--- src/rtl/riscv_defines.sv ---
// Shared definitions for the DIFT tag-violation controller: FSM encoding and
// bit positions of the violation cause vector.
package riscv_defines;

    typedef enum logic [1:0] {
        TV_IDLE   = 2'd0,
        TV_REPORT = 2'd1,
        TV_DRAIN  = 2'd2
    } tv_state_e;

    localparam int CAUSE_S1 = 0;
    localparam int CAUSE_S2 = 1;
    localparam int CAUSE_D  = 2;

endpackage

--- src/rtl/riscv_tag_sat_counter.sv ---
// Saturating event counter; a clear wins over the hold value but still counts
// an event arriving in the same cycle.
module riscv_tag_sat_counter #(
    parameter int CNT_WIDTH = 16
) (
    input  logic                 clk,
    input  logic                 rst_n,
    input  logic                 i_inc,
    input  logic                 i_clr,
    output logic [CNT_WIDTH-1:0] o_count
);

    logic [CNT_WIDTH-1:0] r_count;
    logic [CNT_WIDTH-1:0] w_count_next;

    always_comb begin
        w_count_next = r_count;
        if (i_clr) begin
            w_count_next = i_inc ? CNT_WIDTH'(1) : '0;
        end else if (i_inc && !(&r_count)) begin
            w_count_next = r_count + CNT_WIDTH'(1);
        end
    end

    always_ff @(posedge clk or negedge rst_n) begin
        if (!rst_n) begin
            r_count <= '0;
        end else begin
            r_count <= w_count_next;
        end
    end

    assign o_count = r_count;

endmodule

--- src/rtl/riscv_tag_violation_ctrl.sv ---
// DIFT tag-violation controller: detects tagged operands on the ID->EX hand-off,
// captures the offending instruction and holds the pipeline until the trap is taken.
module riscv_tag_violation_ctrl
    import riscv_defines::*;
#(
    parameter int CNT_WIDTH = 16
) (
    input  logic                 clk,
    input  logic                 rst_n,
    input  logic                 enable_i,
    input  logic                 id_valid_i,
    input  logic                 check_s1_i,
    input  logic                 check_s2_i,
    input  logic                 check_d_i,
    input  logic                 tag_rs1_i,
    input  logic                 tag_rs2_i,
    input  logic                 tag_rd_i,
    input  logic [31:0]          pc_i,
    input  logic [31:0]          instr_i,
    input  logic                 trap_ack_i,
    input  logic                 cnt_clear_i,
    output logic                 trap_req_o,
    output logic                 stall_o,
    output logic [2:0]           trap_cause_o,
    output logic [31:0]          trap_pc_o,
    output logic [31:0]          trap_instr_o,
    output logic [CNT_WIDTH-1:0] viol_cnt_o
);

    tv_state_e   r_state;
    tv_state_e   w_state_next;
    logic [2:0]  w_cause;
    logic        w_detect;
    logic [2:0]  r_cause;
    logic [31:0] r_pc;
    logic [31:0] r_instr;

    assign w_cause[CAUSE_S1] = check_s1_i & tag_rs1_i;
    assign w_cause[CAUSE_S2] = check_s2_i & tag_rs2_i;
    assign w_cause[CAUSE_D]  = check_d_i  & tag_rd_i;

    // Gating with rst_n keeps stall low while reset is held, even with violating inputs.
    assign w_detect = rst_n & enable_i & id_valid_i & (r_state == TV_IDLE) & (|w_cause);

    always_ff @(posedge clk or negedge rst_n) begin
        if (!rst_n) begin
            r_state <= TV_IDLE;
        end else begin
            r_state <= w_state_next;
        end
    end

    always_comb begin
        w_state_next = r_state;
        case (r_state)
            TV_IDLE:   if (w_detect)   w_state_next = TV_REPORT;
            TV_REPORT: if (trap_ack_i) w_state_next = TV_DRAIN;
            TV_DRAIN:  w_state_next = TV_IDLE;
            default:   w_state_next = TV_IDLE;
        endcase
    end

    // Capture registers only load on a fresh detect so they stay stable across REPORT/DRAIN.
    always_ff @(posedge clk or negedge rst_n) begin
        if (!rst_n) begin
            r_cause <= '0;
            r_pc    <= '0;
            r_instr <= '0;
        end else if (w_detect) begin
            r_cause <= w_cause;
            r_pc    <= pc_i;
            r_instr <= instr_i;
        end
    end

    riscv_tag_sat_counter #(
        .CNT_WIDTH (CNT_WIDTH)
    ) u_viol_cnt (
        .clk     (clk),
        .rst_n   (rst_n),
        .i_inc   (w_detect),
        .i_clr   (cnt_clear_i),
        .o_count (viol_cnt_o)
    );

    assign trap_req_o   = (r_state == TV_REPORT);
    assign stall_o      = w_detect | (r_state == TV_REPORT) | (r_state == TV_DRAIN);
    assign trap_cause_o = r_cause;
    assign trap_pc_o    = r_pc;
    assign trap_instr_o = r_instr;

endmodule

--- config.mk ---
export PLATFORM = sky130hd
export DESIGN_NAME = riscv_tag_violation_ctrl
export DESIGN_NICKNAME = d
export VERILOG_FILES = /design/src/rtl/riscv_defines.sv /design/src/rtl/riscv_tag_sat_counter.sv /design/src/rtl/riscv_tag_violation_ctrl.sv
export SDC_FILE = /design/constraint.sdc
export NUM_CORES = 1
export LEC_CHECK = 0
export ABC_CLOCK_PERIOD_IN_PS = 2650
export CAP_MARGIN = 20
export CORE_UTILIZATION = 32
export DETAILED_ROUTE_END_ITERATION = 10
export PLACE_DENSITY = 0.69
export SLEW_MARGIN = 20
export SYNTH_ARGS = -nofsm -noshare
export SYNTH_HDL_FRONTEND = slang
export SYNTH_HIERARCHICAL = 1
export SYNTH_SLANG_ARGS = --single-unit
--- constraint.sdc ---
create_clock -name clk -period 2.65 [get_ports clk]
set_input_delay 0.6625 -clock clk [delete_from_list [all_inputs] [get_ports clk]]
set_output_delay 0.6625 -clock clk [all_outputs]
set_load 0.02 [all_outputs]
==> reports/qor.yml <==
setup_path:
  arrival_ps: 1930
  cp-end-kind: "output pin"
  criticalPathCategory: "input pin to output pin"
  crit_slowest_cell: "clkdlybuf4s50_1"
  r2r_slack_ps: 630
  crit_chain: "clkdlybuf4s50_1, nand4b_4, or3_1, nand3_1, buf_2"
  crit_buf_inv: 2
  path_max_fanout: 2
  cp.required_ps: 1990
  rr_startpoint: "r_state[1]$_DFFE_PN0P_"
  critPathLaunchType: "input pin"
  max_stage_delay_ps: 520
  cpLargestDelayFamily: "buffers and inverters"
  r2r_cells: 10
  r2r_end: "u_viol_cnt/o_count[12]$_DFFE_PN0P_"
power:
  finalPower_mw: 4.81
  ir_worst_vdd_mv: 0.379
  leakage_nw: 2.53
  powerDensity_nw_per_um2: 819
global_routing:
  use_met1_pct: 19.2
  grtUsageMet2_pct: 24.8
  met3_usage_pct: 5.52
  grt_max_degree: 49
  grt_pass1_wl_um: 15000
  grt_pass1_vias: 2930
  grt.total_usage_pct: 15.6
  gr-total-overflow: 0
  grt.busiest_layer: "met2"
  antenna_found_initial: 0
cells_and_area:
  syn_to_final_growth_pct: 55.5
  nNetsFinal: 499
  nFillCells: 977
  num_antenna_cells: 0
  utilization_pct: 51.3
  layout-drive-gt1-share_pct: 24.1
synthesis:
  synth_area_um2: 3780
  async_reset_ff_share_pct: 100
  synth_top_cell_by_area: "dfrtp_1"
  yosys_warnings: 6
  synth_area_leaders: "dfrtp_1 56%, mux2_4 19%, mux2_2 4.5%, buf_12 3.2%, xor2_1 3.0%"
  ys_seq_area_share_pct: 56.3
  synth-main-ff-cell: "dfrtp_1"
  synth_edf_count: 0
  yosys.area.top_type_share_pct: 56.3
  synthCells: 248
  synth_fp_nets: 325
  yosysUniqueCellTypes: 40
  synth-seq-cells: 85
  synth_area_per_cell_um2: 15.2
timing:
  hold_viol_final: 0
  worstMarginPinSlew_ps: 616
  max_freq_mhz: 385
  timing.final.max_slew_violations: 0
  clock_skew_ps: 6.45
  rsz0062_at_grt: "false"
  finalSetupTns_ps: 0
  layout_setup_ws_ps: 52.8
  slew_headroom_pct: 58.9
  finalSetupViolCount: 0
  fin_crit_ps: 2600
  finalCritPeriodShare_pct: 98.0
worst_hold_path:
  hold_class: "input pin to asynchronous set/reset pin"
drt:
  first_iter_violations: 82
  drtPass1Iterations: 4
  wirelength_um: 8990
  drc: 0
  vias_per_cell: 4.63
  postRouteAntennaNets: 0
  wl_per_cell_um: 15.8
  num_vias: 2637
run_status:
  status: "completed"
die:
  core_area_um2: 11500
  row_count: 39
  die-area_um2: 12300
  start_util_pct: 33.0
  io_pins: 161
  dieWidth_um: 111
  die_y_um: 111
clock_tree:
  clk_path_buf_depth: 2
  post_cts_buffers: 0
  cts_tree: "built"
  cts_root_buffer: "clkbuf_16"
  insertion_delay_ps: 330
  numClockSinks: 85
  cts-buffers-inserted: 9
  clk_pin_slew_ps: 60
  htreeDepth: 3
  cts.hold.buffers_added: 0
place:
  pre_cts_ws_ps: -393
  gp_routability_congestion: 0.796
  dp_hpwl_um: 6690
  io_buffers: 160
flow_run:
  cap_violations: 0
-- cell usage after synthesis (all sizes together) (2+ instances only) --
cell      n
dfrtp    85
a32o      2
or3       2
nand2     6
and2      4
o211ai    3
o21ai     3
mux2     64
buf      11
o2111ai   8
clkbuf    2
nor3      3
nor2     17
nand4     2
nand3     6
inv       4
xor2     13
-- cells by family after synthesis --
family	synth area share, %
muxes	24.2
xor gates and xnor gates	3.24
DFF	56.3
buffers and inverters	4.93
AOI/OAI and AO/OA	4.00
adders and majority gates	0.331
and+or+nand+nor	7.05
-- where the power goes --
group / switching, mW / internal (mW)
Sequential: 0.179 / 1.60
Clock: 0.490 / 0.927
Combinational: 0.671 / 0.947
Total: 1.34 / 3.47
-- worst max path at each step --
stage / to / slack [ps] / startpoint / depth (start not counted)
floorplan: u_viol_cnt/o_count[6]$_DFFE_PN0P_ / 140 / id_valid_i / 11
global placement: stall_o / -350 / id_valid_i / 5
detailed placement: stall_o / -390 / id_valid_i / 5
CTS: stall_o / 40 / id_valid_i / 5
global route: stall_o / 0.3 / id_valid_i / 5
finish: stall_o / 50 / id_valid_i / 5
-- repair_timing --
item                                    4_1_cts  5_1_grt
hold endpoints to repair                      0        0
gates resized for setup                       4        0
endpoints found under the setup margin        1        0
-- state kept, by name (all words and copies together), names as in the netlist --
signal	count
u_viol_cnt/o_count	16
r_state	2
trap_pc_o	32
trap_cause_o	3
trap_instr_o	32
-- cell usage in the layout (no fill, tap or decap), types with 2 or more instances in the layout --
master / synthesis / final
clkbuf_8: 0 / 4
nor3_1: 3 / 3
clkdlybuf4s50_1: 0 / 158
o211ai_1: 3 / 3
dfrtp_1: 85 / 85
nand2_1: 6 / 6
bufinv_16: 0 / 2
o2111ai_1: 7 / 7
nand3_1: 5 / 5
a32o_1: 2 / 2
xor2_1: 13 / 13
mux2_4: 49 / 49
mux2_2: 15 / 15
o21ai_0: 2 / 2
nand4_1: 2 / 2
inv_1: 3 / 3
clkbuf_16: 0 / 9
nor2_1: 17 / 17
and2_1: 4 / 4
buf_4: 1 / 15
buf_12: 6 / 2
-- routing by layer --
layer / vias up / routed length (um)
met5: - / 0
met4: 0 / 180
met3: 13 / 735
met2: 99 / 4330
met1: 1292 / 3740
li1: 1233 / -
-- metrics by stage --
step | instances | instance area [um^2] | hold slack (ps)
2_1_floorplan | 248 | 3780 | 367
3_3_place_gp | 554 | 5540 | 459
3_5_place_dp | 554 | 5540 | 480
4_1_cts | 570 | 5880 | 461
5_1_grt | 570 | 5880 | 496
6_report | 570 | 5880 | 459
-- area by class of cell --
class | instances | area (um^2) | area share, %
sequential | 85 | 2130 | 36.2
multi-input combinational | 146 | 1470 | 25.0
timing repair buffer | 176 | 1740 | 29.6
clock buffer | 13 | 280 | 4.77
tap | 143 | 179 | 3.04
clock inverter | 3 | 65.1 | 1.11
inverter | 4 | 20.0 | 0.341
-- worst reg2reg max path, delay by kind of cell, from the launching register on --
kind	cells	cell delay, ps
buffers and inverters	3	400
flip-flops	1	400
AND/OR/NAND/NOR	6	940
XOR/XNOR	1	180
No activity file was read; power rests on OpenSTA's default activity.
